===== config.mk =====
export PLATFORM = sky130hd
export DESIGN_NAME = d16_uart
export DESIGN_NICKNAME = d
export VERILOG_FILES = /design/src/rtl/d16_uart.sv
export SDC_FILE = /design/constraint.sdc
export NUM_CORES = 1
export LEC_CHECK = 0
export ABC_AREA = 1
export ABC_CLOCK_PERIOD_IN_PS = 4140
export BUFFER_PORTS_ARGS = -buffer_cell sky130_fd_sc_hd__buf_4
export CORE_UTILIZATION = 35
export CTS_CLUSTER_DIAMETER = 120
export CTS_CLUSTER_SIZE = 16
export DETAILED_ROUTE_END_ITERATION = 6
export GPL_ROUTABILITY_DRIVEN = 0
export PLACE_DENSITY = 0.56
export SLEW_MARGIN = 20
export SYNTH_ARGS = -nofsm -noshare
export SYNTH_HDL_FRONTEND = slang
export SYNTH_SLANG_ARGS = --single-unit

===== constraint.sdc =====
create_clock -name i_clk -period 4.14 [get_ports i_clk]
set_input_delay 0.207 -clock i_clk [delete_from_list [all_inputs] [get_ports i_clk]]
set_output_delay 0.207 -clock i_clk [all_outputs]
set_load 0.01 [all_outputs]

===== src/rtl/d16_uart.sv =====
// Memory-mapped 8N1 UART for the d16 CPU bus. TX and RX FIFOs decouple the
// serial timing from the CPU. The level interrupt is registered.
module d16_uart #(
  parameter logic [15:0] BASE_ADDR   = 16'hFF00,
  parameter int          TX_DEPTH    = 8,
  parameter int          RX_DEPTH    = 4,
  parameter logic [15:0] DEFAULT_DIV = 16'd868
) (
  input  logic        i_clk,
  input  logic        i_reset_n,
  input  logic [15:0] i_wb_addr,
  input  logic        i_wb_cyc,
  input  logic        i_wb_we,
  input  logic [15:0] i_wb_dat,
  output logic [15:0] o_wb_dat,
  output logic        o_wb_ack,
  output logic        o_wb_err,
  input  logic        i_rx,
  output logic        o_tx,
  output logic        o_int
);
  localparam int TXA = $clog2(TX_DEPTH);
  localparam int RXA = $clog2(RX_DEPTH);

  typedef enum logic [1:0] {TX_IDLE, TX_START, TX_DATA, TX_STOP} tx_state_t;
  typedef enum logic [1:0] {RX_IDLE, RX_START, RX_DATA, RX_STOP} rx_state_t;

  // Bus handshake: an access is offered by i_wb_cyc for one cycle and finishes
  // in that same cycle with exactly one of ack or err; its side effects land on
  // the clock edge that ends the cycle.
  logic        w_sel, w_wr, w_rd;
  logic [1:0]  w_reg;
  logic [15:0] w_div;

  logic [7:0]  r_tx_mem [TX_DEPTH];
  logic [TXA-1:0] r_tx_wp, r_tx_rp;
  logic [TXA:0]   r_tx_cnt;
  logic        w_tx_full, w_tx_empty, w_tx_push, w_tx_pop, w_tx_tick, w_tx_idle;
  tx_state_t   r_tx_state;
  logic [15:0] r_tx_clk, r_tx_div;
  logic [2:0]  r_tx_bit;
  logic [7:0]  r_tx_shift;
  logic        r_tx;

  logic [7:0]  r_rx_mem [RX_DEPTH];
  logic [RXA-1:0] r_rx_wp, r_rx_rp;
  logic [RXA:0]   r_rx_cnt;
  logic        w_rx_full, w_rx_empty, w_rx_push, w_rx_pop;
  rx_state_t   r_rx_state;
  logic [15:0] r_rx_clk, r_rx_div;
  logic [2:0]  r_rx_bit;
  logic [7:0]  r_rx_shift;
  logic        r_rx_s1, r_rx_s2, r_rx_d;
  logic        w_rx_fall, w_rx_half, w_rx_tick, w_rx_stop_ok, w_set_ovr, w_set_ferr;

  logic [1:0]  r_ctrl;
  logic [15:0] r_baud;
  logic        r_overrun, r_frame_err, r_int;
  logic [15:0] w_stat;

  assign w_sel = i_wb_cyc && (i_wb_addr[15:2] == BASE_ADDR[15:2]);
  assign w_reg = i_wb_addr[1:0];
  assign w_wr  = w_sel && i_wb_we;
  assign w_rd  = w_sel && !i_wb_we;
  assign w_div = (r_baud < 16'd2) ? 16'd2 : r_baud;

  assign w_tx_full  = (r_tx_cnt == TX_DEPTH[TXA:0]);
  assign w_tx_empty = (r_tx_cnt == '0);
  assign w_tx_push  = w_wr && (w_reg == 2'd0) && !w_tx_full;
  assign w_tx_tick  = (r_tx_clk == r_tx_div - 16'd1);
  assign w_tx_pop   = !w_tx_empty &&
                      ((r_tx_state == TX_IDLE) || ((r_tx_state == TX_STOP) && w_tx_tick));
  assign w_tx_idle  = w_tx_empty && (r_tx_state == TX_IDLE);

  assign w_rx_full  = (r_rx_cnt == RX_DEPTH[RXA:0]);
  assign w_rx_empty = (r_rx_cnt == '0);
  assign w_rx_pop   = w_rd && (w_reg == 2'd0) && !w_rx_empty;
  assign w_rx_fall  = r_rx_d && !r_rx_s2;
  assign w_rx_half  = (r_rx_clk == {1'b0, r_rx_div[15:1]});
  assign w_rx_tick  = (r_rx_clk == r_rx_div - 16'd1);
  assign w_rx_stop_ok = (r_rx_state == RX_STOP) && w_rx_tick && r_rx_s2;
  assign w_rx_push  = w_rx_stop_ok && !w_rx_full;
  assign w_set_ovr  = w_rx_stop_ok && w_rx_full;
  assign w_set_ferr = (r_rx_state == RX_STOP) && w_rx_tick && !r_rx_s2;

  assign w_stat   = {10'h000, r_frame_err, r_overrun, w_tx_full, w_tx_idle,
                     w_rx_full, !w_rx_empty};
  assign o_wb_err = i_reset_n && w_wr && (w_reg == 2'd0) && w_tx_full;
  assign o_wb_ack = i_reset_n && w_sel && !(w_wr && (w_reg == 2'd0) && w_tx_full);
  assign o_tx     = r_tx;
  assign o_int    = r_int;

  always_comb begin
    o_wb_dat = 16'h0000;
    if (w_rd) begin
      case (w_reg)
        2'd0:    o_wb_dat = {8'h00, w_rx_empty ? 8'h00 : r_rx_mem[r_rx_rp]};
        2'd1:    o_wb_dat = w_stat;
        2'd2:    o_wb_dat = {14'h0000, r_ctrl};
        default: o_wb_dat = r_baud;
      endcase
    end
  end

  always_ff @(posedge i_clk) begin
    if (w_tx_push) r_tx_mem[r_tx_wp] <= i_wb_dat[7:0];
    if (w_rx_push) r_rx_mem[r_rx_wp] <= r_rx_shift;
  end

  // FIFO bookkeeping; full/empty are always the pre-edge values.
  always_ff @(posedge i_clk or negedge i_reset_n) begin
    if (!i_reset_n) begin
      r_tx_wp  <= '0;
      r_tx_rp  <= '0;
      r_tx_cnt <= '0;
      r_rx_wp  <= '0;
      r_rx_rp  <= '0;
      r_rx_cnt <= '0;
    end else begin
      if (w_tx_push) r_tx_wp <= r_tx_wp + TXA'(1);
      if (w_tx_pop)  r_tx_rp <= r_tx_rp + TXA'(1);
      if (w_tx_push && !w_tx_pop)      r_tx_cnt <= r_tx_cnt + (TXA+1)'(1);
      else if (!w_tx_push && w_tx_pop) r_tx_cnt <= r_tx_cnt - (TXA+1)'(1);
      if (w_rx_push) r_rx_wp <= r_rx_wp + RXA'(1);
      if (w_rx_pop)  r_rx_rp <= r_rx_rp + RXA'(1);
      if (w_rx_push && !w_rx_pop)      r_rx_cnt <= r_rx_cnt + (RXA+1)'(1);
      else if (!w_rx_push && w_rx_pop) r_rx_cnt <= r_rx_cnt - (RXA+1)'(1);
    end
  end

  always_ff @(posedge i_clk or negedge i_reset_n) begin
    if (!i_reset_n) begin
      r_ctrl      <= 2'b00;
      r_baud      <= DEFAULT_DIV;
      r_overrun   <= 1'b0;
      r_frame_err <= 1'b0;
      r_int       <= 1'b0;
    end else begin
      if (w_wr && (w_reg == 2'd2)) r_ctrl <= i_wb_dat[1:0];
      if (w_wr && (w_reg == 2'd3)) r_baud <= i_wb_dat;
      // A new error on the same edge as a STAT read survives the clear.
      if (w_rd && (w_reg == 2'd1)) begin
        r_overrun   <= 1'b0;
        r_frame_err <= 1'b0;
      end
      if (w_set_ovr)  r_overrun   <= 1'b1;
      if (w_set_ferr) r_frame_err <= 1'b1;
      r_int <= (r_ctrl[0] && !w_rx_empty) || (r_ctrl[1] && w_tx_idle);
    end
  end

  // Each bit period latches the divider at its start, so BAUD writes apply
  // from the next bit onwards.
  always_ff @(posedge i_clk or negedge i_reset_n) begin
    if (!i_reset_n) begin
      r_tx_state <= TX_IDLE;
      r_tx_clk   <= 16'd0;
      r_tx_div   <= 16'd2;
      r_tx_bit   <= 3'd0;
      r_tx_shift <= 8'h00;
      r_tx       <= 1'b1;
    end else if (r_tx_state == TX_IDLE) begin
      r_tx <= 1'b1;
      if (w_tx_pop) begin
        r_tx_state <= TX_START;
        r_tx_shift <= r_tx_mem[r_tx_rp];
        r_tx_clk   <= 16'd0;
        r_tx_div   <= w_div;
        r_tx       <= 1'b0;
      end
    end else if (!w_tx_tick) begin
      r_tx_clk <= r_tx_clk + 16'd1;
    end else begin
      r_tx_clk <= 16'd0;
      r_tx_div <= w_div;
      case (r_tx_state)
        TX_START: begin
          r_tx_state <= TX_DATA;
          r_tx_bit   <= 3'd0;
          r_tx       <= r_tx_shift[0];
        end
        TX_DATA: begin
          if (r_tx_bit == 3'd7) begin
            r_tx_state <= TX_STOP;
            r_tx       <= 1'b1;
          end else begin
            r_tx_bit   <= r_tx_bit + 3'd1;
            r_tx_shift <= {1'b0, r_tx_shift[7:1]};
            r_tx       <= r_tx_shift[1];
          end
        end
        default: begin
          if (w_tx_pop) begin
            r_tx_state <= TX_START;
            r_tx_shift <= r_tx_mem[r_tx_rp];
            r_tx       <= 1'b0;
          end else begin
            r_tx_state <= TX_IDLE;
          end
        end
      endcase
    end
  end

  always_ff @(posedge i_clk or negedge i_reset_n) begin
    if (!i_reset_n) begin
      r_rx_s1    <= 1'b1;
      r_rx_s2    <= 1'b1;
      r_rx_d     <= 1'b1;
      r_rx_state <= RX_IDLE;
      r_rx_clk   <= 16'd0;
      r_rx_div   <= 16'd2;
      r_rx_bit   <= 3'd0;
      r_rx_shift <= 8'h00;
    end else begin
      r_rx_s1 <= i_rx;
      r_rx_s2 <= r_rx_s1;
      r_rx_d  <= r_rx_s2;
      case (r_rx_state)
        RX_IDLE: begin
          if (w_rx_fall) begin
            r_rx_state <= RX_START;
            r_rx_clk   <= 16'd0;
            r_rx_div   <= w_div;
          end
        end
        RX_START: begin
          if (w_rx_half) begin
            r_rx_state <= r_rx_s2 ? RX_IDLE : RX_DATA;
            r_rx_clk   <= 16'd0;
            r_rx_div   <= w_div;
            r_rx_bit   <= 3'd0;
          end else begin
            r_rx_clk <= r_rx_clk + 16'd1;
          end
        end
        RX_DATA: begin
          if (w_rx_tick) begin
            r_rx_shift <= {r_rx_s2, r_rx_shift[7:1]};
            r_rx_clk   <= 16'd0;
            r_rx_div   <= w_div;
            r_rx_bit   <= r_rx_bit + 3'd1;
            if (r_rx_bit == 3'd7) r_rx_state <= RX_STOP;
          end else begin
            r_rx_clk <= r_rx_clk + 16'd1;
          end
        end
        default: begin
          if (w_rx_tick) r_rx_state <= RX_IDLE;
          else           r_rx_clk   <= r_rx_clk + 16'd1;
        end
      endcase
    end
  end
endmodule


# Yosys cells after proc, flatten, opt, wreduce, memory -nomap -nowiden
# Memories as Yosys holds them, arrays and structs flattened.
# Cells that the tools add are included.
# W data, S select, Z words.
# totals
regBits,132
ramBits,96
input_bits,37
wordCells,198
mem_count,2
# op_classes
n_addsub,14
n_lt_le_gt_ge,1
eq_ne,27
n_mux,59
n_bitwise,1
reduce_logical,69
# memory_table
memory,words,width,rd,rd_ports_with_merged_regs,wr,line_no,source
r_tx_mem,8,8,1,0,1,35,logic [7:0] r_tx_mem [TX_DEPTH];
r_rx_mem,4,8,1,0,1,45,logic [7:0] r_rx_mem [RX_DEPTH];
# ops
cell,n
$mux W16,15
$pmux W16 S3,3
$mux W8,5
$add A16 B1 Y16 const B,2
$eq A16 B16 Y1,2
$sub A16 B1 Y16 const B,2
$logic_and A1 B1 Y1,31
$mux W2,10
$eq A16 B15 Y1,1
$lt A16 B2 Y1 const B,1
$pmux W8 S2,1
$add A3 B1 Y3 const B,5
$mux W3,5
$eq A14 B14 Y1 const B,1
$ne A2 B2 Y1 const B,7
$reduce_bool A2 Y1,7
$mux W1,13
$eq A2 B2 Y1 const B,6
$pmux W3 S2,2
$logic_not A1 Y1,11
$eq A3 B3 Y1 const B,3
$reduce_and A3 Y1,3
$mux W4,2
$reduce_and A2 Y1,4
other kinds (20),29

# Logic depth before layout (Yosys ltp)
# Gate-level depths: netlist of run 1.
# logic_depth
depth_word,9
mapped_depth,24
mapped_depth_nobuf,23

# Worst setup path after synthesis of run 1
# Ideal clock, no wire load.
# synth_timing
path_type,reg2reg
start,register r_rx_div[1]
end,register r_rx_cnt[2]
setup_ns,0.131
arrival_ns,2.928
slack_ns,1.082
path_stages_with_launch,20
period_less_slack_ns,3.058
path_cell_list,dfstp_2 inv_1 ha_1 xnor2_1 nor2_1 nand3_1 nand3b_1 nor2_1 nand2_1 nor2_1 nand3_1 nor2_1 nand2_1 inv_1 ha_1 inv_1 fa_1 a21oi_1 o21ai_0 xor2_1
# synth_via
elab_chain_cells,8
word_cells_on_any_way,10
# synth_lines
item,line_no,source
from (decl),50,"logic [15:0] r_rx_clk, r_rx_div;"
from (signal assigned),224,r_rx_div <= w_div;
from (signal assigned),231,r_rx_div <= w_div;
from (signal assigned),241,r_rx_div <= w_div;
$sub A16 B1 Y16 (*),80,assign w_rx_tick = (r_rx_clk == r_rx_div - 16'd1);
$eq A16 B16 Y1 (*),80,
$logic_and A1 B1 Y1 (*) (2 in series),81,assign w_rx_stop_ok = (r_rx_state == RX_STOP) && w_rx_tick && r_rx_s2;
$logic_and A1 B1 Y1 (*),82,assign w_rx_push = w_rx_stop_ok && !w_rx_full;
net w_rx_push,48,"logic w_rx_full, w_rx_empty, w_rx_push, w_rx_pop;"
$logic_not A1 Y1,127,else if (!w_rx_push && w_rx_pop) r_rx_cnt <= r_rx_cnt - (RXA+1)'(1);
$logic_and A1 B1 Y1,127,
$reduce_bool A2 Y1 (no line),--,
to (signal assigned),126,if (w_rx_push && !w_rx_pop) r_rx_cnt <= r_rx_cnt + (RXA+1)'(1);
to (signal assigned),127,
to (decl),47,logic [RXA:0] r_rx_cnt;
# Mark *: on every way through the listed nets, which the timed path passes. The rest lies on a longest branch.
# A chain may end at the register's enable or synchronous reset.

# Worst setup path after layout of run 1
# Same ends and word-level chain as after synthesis.

==> impl_metrics.env, run 1 <==
export IMPL_reg2reg_from="r_rx_div[1]"
export IMPL_grt_antenna_before_repair=0
export IMPL_synth_largest_area_cell="dfrtp_1"
export IMPL_rsz0062_at_grt="no"
export IMPL_root_buffer="clkbuf_16"
export IMPL_netlist_instances=1404
export IMPL_hold_depth=3
export IMPL_post_cts_resized=0
export IMPL_sequentialPowerShare=0.471
export IMPL_core_area_um2=34500
export IMPL_maxSlewViolCount=0
export IMPL_synth_avg_cell_area_um2=8.72
export IMPL_ys_ff_latch=228
export IMPL_hold_path_class="primary input to flip-flop"
export IMPL_fin_hold_ws_ps=88.7
export IMPL_grt_pass1_wl_um=47100
export IMPL_synthesis_nets=1465
export IMPL_async_flop_share=0.579
export IMPL_routedWlPerCell_um=14.8
export IMPL_cts_tree="built"
export IMPL_yosysWarnings=0
export IMPL_period_share=0.857
export IMPL_synth_most_common_cell="nand2_1"
export IMPL_ant_nets=0
export IMPL_yosys_top_cells_count="nand2_1 (334), nor2_1 (152), inv_1 (144)"
export IMPL_path_clk_slew_ps=80
export IMPL_cp_buffers_inverters=4
export IMPL_status="completed"
export IMPL_crit_path_start_kind="flip-flop"
export IMPL_synth_edf_count=96
export IMPL_cp_slowest_stage_delay_ps=600
export IMPL_peakVddDrop_uv=292
export IMPL_num_vias=9407
export IMPL_synth_top_family_by_area="simple AND/OR/NAND/NOR gates"
export IMPL_drive_gt1_frac=0.118
export IMPL_fin_crit_ps=3550
export IMPL_worst_slew_pin_slew_ps=1020
export IMPL_hpwlAfterDp_um=20100
export IMPL_ff_latch_area_um2=6200
export IMPL_powerDensity_nw_per_um2=408
export IMPL_min_to="r_ctrl[1]"
export IMPL_r2r_end="r_rx_cnt[2]"
export IMPL_path_class="flip-flop to flip-flop"
export IMPL_die_x_um=189
export IMPL_critPathArrivalTime_ps=3960
export IMPL_io_pins=57
export IMPL_detail_route_iter0_violations=594
export IMPL_cp_end_kind="flip-flop"
export IMPL_dr_pass1_iters=5
export IMPL_muxShareOfSynthArea=0.0138
export IMPL_grt_max_degree=70
export IMPL_htree_levels=1
export IMPL_antennaDiodeCount=0
export IMPL_r2r_slack_ps=590
export IMPL_drv_cap=0
export IMPL_viasPerCell=4.87
export IMPL_yosysUniqueCellTypes=52
export IMPL_hold_buffers=18
export IMPL_synthTopCellsByArea="dfrtp_1 (25%), edfxtp_1 (24%), nand2_1 (10%)"
export IMPL_cp_slowest_cell="dfstp_2"
export IMPL_cp_max_fo=15
export IMPL_rr_worst_depth=20
export IMPL_io_buffer_count=56
export IMPL_fillers=3437
export IMPL_grt_pass1_vias=9117
export IMPL_finalWirelength_um=28500
export IMPL_dieArea_um2=35700
export IMPL_max_slew_margin=0.320
export IMPL_cts_sinks=228
export IMPL_cts_max_path_buffers=3
export IMPL_overflow=0
export IMPL_setup_viol=0
export IMPL_synth_seq_area_share=0.507
export IMPL_ys_flop_type="dfrtp_1"
export IMPL_min_delay_start="i_wb_addr[1]"
export IMPL_rows=68
export IMPL_fp_dieH_um=189
export IMPL_initial_core_util=0.355
export IMPL_sw_frac_of_total=0.323
export IMPL_synth_area_um2=12200
export IMPL_tns_ps=0
export IMPL_p_switching_uw=1820
export IMPL_synth_top_area_share=0.247
export IMPL_fmax_mhz=282
export IMPL_grt_use_total=0.162
export IMPL_multiInputGateArea_um2=5210
export IMPL_synth_xor_area_frac=0.0486
export IMPL_drc=0
export IMPL_synth_compound_area_frac=0.0861
export IMPL_p_leak_uw=0.00613
export IMPL_clkPwrFrac=0.299
export IMPL_area_growth_syn_to_layout_pct=12.9
export IMPL_hold_viol=0
export IMPL_crit_family="simple AND/OR/NAND/NOR gates"
export IMPL_cts_buffers=18
export IMPL_clock_latency_ps=530
export IMPL_required_ps=4550
export IMPL_synth_fa_ha_area_frac=0.0258
export IMPL_cp_cell_sequence="inv_1 -> ha_1 -> xnor2_1 -> nor2_1 -> nand3_1 -> nand3b_1 -> nor2_1 -> nand2_1 -> nor2_1 -> nand3_1 -> buf_4 -> nor2_1 -> nand2_1 -> inv_1 -> ha_1 -> inv_1 -> fa_1 -> a21oi_1 -> o21ai_0 -> xor2_1"
export IMPL_internal_power_uw=3810
export IMPL_synthSimpleGateAreaFrac=0.252
export IMPL_postCtsSetupBuffers=0
export IMPL_num_nets_final=1527
export IMPL_cp_common_cell="nor2_1"
export IMPL_fin_skew_ps=29.8
export IMPL_comb_power_share=0.231
## routing by layer
| metal | up-vias | global-route usage | share of wire | wire length, um |
|---|---|---|---|---|
| met3 | 28 | 0.0219 | 0.029 | 821 |
| met1 | 4518 | 0.220 | 0.48 | 13700 |
| li1 | 4766 | - | - | - |
| met2 | 95 | 0.274 | 0.47 | 13500 |
| met5 | - | 0 | 0 | 0 |
| met4 | 0 | 0.0382 | 0.016 | 462 |
## through the flow
step | power (uW) | worst slack [ps] | util | instance area (um^2) | cells
6_report | 5630 | 592 | 0.401 | 13800 | 1932
5_1_grt | 5990 | 254 | 0.401 | 13800 | 1932
4_1_cts | 5700 | 637 | 0.401 | 13800 | 1932
3_5_place_dp | 3990 | 644 | 0.380 | 13100 | 1883
3_3_place_gp | 3960 | 723 | 0.380 | 13100 | 1883
2_1_floorplan | 3700 | 1080 | - | 12200 | 1404
## how the worst max path moves through the flow
stage | startpoint | to | slack, ps | cells after the start
6_report | r_rx_div[1] | r_rx_cnt[2] | 590 | 20
5_1_grt | r_rx_div[1] | r_rx_cnt[2] | 250 | 20
4_1_cts | r_rx_div[1] | r_rx_cnt[2] | 640 | 20
3_5_place_dp | r_rx_div[1] | r_rx_cnt[2] | 640 | 20
3_3_place_gp | r_rx_div[1] | r_rx_cnt[2] | 720 | 20
2_1_floorplan | r_rx_div[1] | r_rx_cnt[2] | 1080 | 19
## area by class of cell
type                       count  area share
clock buffer                  29      0.0356
sequential                   228       0.449
inverter                     150      0.0411
tap                          455      0.0412
multi-input combinational    979       0.377
timing repair buffer          89      0.0528
clock inverter                 2     0.00335
## power groups by stage
stage	Clock (uW)	Sequential [uW]	Combinational [uW]
5_1_grt	1830	2670	1490
3_5_place_dp	0	2690	1290
6_report	1680	2650	1300
4_1_cts	1740	2650	1310
3_3_place_gp	0	2690	1270
2_1_floorplan	0	2650	1050
## registers in the layout, indices dropped and copies added, names as in the netlist, 3 cells and up
name and count:
r_rx_bit 3, r_tx_shift 8, r_baud 16, r_rx_clk 16
r_tx_clk 16, r_tx_div 16, r_rx_cnt 3, r_tx_bit 3
r_tx_rp 3, r_tx_cnt 4, r_rx_div 16, r_rx_shift 8
r_tx_wp 3, r_tx_mem 64, r_rx_mem 32
## layout by cell type, fill, tap and decap left out, drive strengths merged, types with 6 or more instances in the layout
cell type | netlist | final
a32o | 8 | 8
mux2 | 15 | 15
nand4 | 27 | 27
dfstp | 11 | 11
a21oi | 26 | 26
nand2 | 348 | 348
dfrtp | 121 | 121
or2 | 6 | 6
dlygate4sd3 | 0 | 18
nand3b | 9 | 9
nor2 | 167 | 167
edfxtp | 96 | 96
inv | 148 | 148
xnor2 | 24 | 24
o22ai | 24 | 24
o21ai | 101 | 101
ha | 22 | 22
xor2 | 43 | 43
buf | 22 | 71
nand3 | 111 | 111
nor3 | 19 | 19
clkbuf | 25 | 29
## cells by family (layout without fill, tap and decap cells)
| kind of cell | Yosys count | after routing |
|---|---|---|
| XOR/XNOR | 67 | 67 |
| AND/OR/NAND/NOR | 696 | 696 |
| flip-flops | 228 | 228 |
| buffers and inverters | 197 | 270 |
| multiplexers | 15 | 15 |
| adder cells (fa/ha/maj) | 24 | 24 |
| AO/OA/AOI/OAI | 177 | 177 |
## worst register-to-register path: stages (launching register included)
cell and delay (ps):
dfstp_2 600, inv_1 60, ha_1 290, xnor2_1 130, nor2_1 140, nand3_1 80
nand3b_1 150, nor2_1 130, nand2_1 60, nor2_1 110, nand3_1 90, buf_4 210
nor2_1 140, nand2_1 160, inv_1 90, ha_1 140, inv_1 60, fa_1 380
a21oi_1 140, o21ai_0 110, xor2_1 150
No activity file was read; power rests on OpenSTA's default activity.
==> run 2: changes to the inputs <==
- ABC_CLOCK_PERIOD_IN_PS: 4140 -> 3300
- clock period: 4.14 -> 3.3 ns (I/O delays scaled with it)
==> impl_metrics.env, run 2 (synthesis gave the netlist of run 1 again) <==
export IMPL_grt_pass1_vias=9036
export IMPL_cp_max_fo=4
export IMPL_worst_slew_pin_slew_ps=815
export IMPL_met2WireLength_um=13300
export IMPL_peakVddDrop_uv=285
export IMPL_hpwlAfterDp_um=19900
export IMPL_reg2reg_from="r_rx_div[1]"
export IMPL_r2r_end="r_rx_cnt[2]"
export IMPL_largest_reg_flops=64
export IMPL_grt_use_total=0.160
export IMPL_grt_max_degree=115
export IMPL_cp_slowest_stage_delay_ps=550
export IMPL_fin_crit_ps=3070
export IMPL_p_switching_uw=2270
export IMPL_p_leak_uw=0.00621
export IMPL_drive_gt1_frac=0.137
export IMPL_fin_hold_ws_ps=16.1
export IMPL_critPathArrivalTime_ps=3470
export IMPL_cts_max_path_buffers=3
export IMPL_final_common_cell="nand2_1"
export IMPL_top_layer="met5"
export IMPL_maxSlewViolCount=0
export IMPL_sequentialPowerShare=0.468
export IMPL_cts_sinks=228
export IMPL_required_ps=3700
export IMPL_crit_start="r_rx_div[1]"
export IMPL_fin_util=0.406
export IMPL_cp_cell_sequence="inv_1 -> ha_2 -> xnor2_1 -> nor2_1 -> nand3_1 -> nand3b_1 -> nor2_1 -> nand2_1 -> nor2_2 -> nand3_2 -> nor2_2 -> nand2_1 -> inv_1 -> ha_1 -> inv_1 -> fa_2 -> a21oi_1 -> o21ai_1 -> xor2_1"
export IMPL_core_area_um2=34500
export IMPL_powerDensity_nw_per_um2=507
export IMPL_htree_levels=1
export IMPL_fillers=3433
export IMPL_path_clk_slew_ps=80
export IMPL_num_nets_final=1544
export IMPL_dieArea_um2=35700
export IMPL_grt_pass1_wl_um=46700
export IMPL_fmax_mhz=326
export IMPL_cp_slowest_cell="dfstp_2"
export IMPL_num_vias=9380
export IMPL_dr_pass1_iters=5
export IMPL_fp_dieH_um=189
export IMPL_ff_latch_area_um2=6200
export IMPL_clock_latency_ps=520
export IMPL_path_class="flip-flop to flip-flop"
export IMPL_pre_cts_ws_ps=80.5
export IMPL_antennaDiodeCount=0
export IMPL_rr_worst_depth=19
export IMPL_overflow=0
export IMPL_internal_power_uw=4830
export IMPL_mostFrequentLayoutCells="nand2_1 (333), nor2_1 (147), inv_1 (144)"
export IMPL_area_growth_syn_to_layout_pct=14.4
export IMPL_cts_buffers=18
export IMPL_io_buffer_count=56
export IMPL_clkPwrFrac=0.294
export IMPL_status="completed"
export IMPL_reg_top3="r_tx_mem x64, r_rx_mem x32"
export IMPL_hold_viol=0
export IMPL_hold_path_class="primary input to flip-flop"
export IMPL_io_pins=57
export IMPL_min_to="r_ctrl[1]"
export IMPL_placed_area_um2=13200
export IMPL_route_met3_wl_um=830
export IMPL_finalWirelength_um=28200
export IMPL_tns_ps=0
export IMPL_sw_frac_of_total=0.320
export IMPL_cp_end_kind="flip-flop"
export IMPL_root_buffer="clkbuf_16"
export IMPL_detail_route_iter0_violations=523
export IMPL_regMostFlops="r_tx_mem"
export IMPL_cts_tree="built"
export IMPL_die_x_um=189
export IMPL_routedWlPerCell_um=14.5
export IMPL_rows=68
export IMPL_final_area_um2=14000
export IMPL_crit_path_start_kind="flip-flop"
export IMPL_period_share=0.929
export IMPL_hold_depth=3
export IMPL_viasPerCell=4.81
export IMPL_multiInputGateArea_um2=5260
export IMPL_grt_antenna_before_repair=1
export IMPL_initial_core_util=0.355
export IMPL_drv_cap=0
export IMPL_comb_power_share=0.239
export IMPL_min_delay_start="i_wb_addr[1]"
export IMPL_cp_common_cell="inv_1"
export IMPL_r2r_slack_ps=230
export IMPL_ant_nets=0
export IMPL_met1Wirelength_um=13600
export IMPL_finalWorstSetupSlack_ps=235
export IMPL_fin_skew_ps=20.8
export IMPL_setup_viol=0
export IMPL_max_slew_margin=0.455
export IMPL_drc=0
-- run 2: changes by cell type in the layout (fill, tap and decap cells not counted), moves of 2 or more --
cell / before / now
ha_2: 0 / 2
buf_4: 69 / 86
nor2_1: 152 / 147
ha_1: 22 / 20
nor2_2: 8 / 12
-- run 2: area by class of cell --
class,instances,share of cell area
multi-input cells,979,0.376
repair buffers,106,0.0612
clock inverters,2,0.00331
clock buffers,29,0.0351
well taps,455,0.0407
inverters,150,0.0406
flip-flops and latches,228,0.443
-- run 2: worst max-delay path by stage --
stage	endpoint	slack (ps)	cells past startpoint
6_report	r_rx_cnt[2]	230	19
5_1_grt	r_tx_cnt[3]	-0.3	21
4_1_cts	r_rx_cnt[2]	80	19
3_5_place_dp	r_rx_cnt[2]	80	19
3_3_place_gp	r_rx_cnt[2]	130	19
2_1_floorplan	r_rx_cnt[2]	240	19
-- run 2: power groups by stage --
| stage | clock, uW | combinational, uW | sequential (uW) |
|---|---|---|---|
| after detailed placement | 0 | 1630 | 3380 |
| after global routing | 2250 | 1950 | 3350 |
| after floorplan | 0 | 1310 | 3320 |
| after CTS | 2140 | 1650 | 3320 |
| final | 2080 | 1690 | 3320 |
| after global placement | 0 | 1600 | 3380 |
-- run 2: layer usage --
layer,up-vias,track usage
met2,111,0.270
met1,4452,0.220
met5,-,0
met4,2,0.0341
li1,4789,-
met3,26,0.0200
-- run 2: what timing repair did --
action | CTS | global route
endpoints found under the setup margin | 0 | 3
hold buffers | 18 | 0
endpoints found under the hold margin | 202 | 0
setup buffers | 0 | 5
resized for setup | 0 | 16
-- run 2: through the flow --
stage / power [uW] / cells
detailed placement: 5010 / 1895
global placement: 4980 / 1895
floorplan: 4640 / 1404
global route: 7550 / 1949
CTS: 7120 / 1944
finish: 7100 / 1949
-- run 2: worst max-delay path: cells and delay by family (launching register included) --
kind                     cells  cell delay (ps)
buffers and inverters        3              190
AO/OA/AOI/OAI                2              230
AND/OR/NAND/NOR              9              990
adder cells (fa/ha/maj)      3              740
flip-flops                   1              550
XOR/XNOR                     2              260
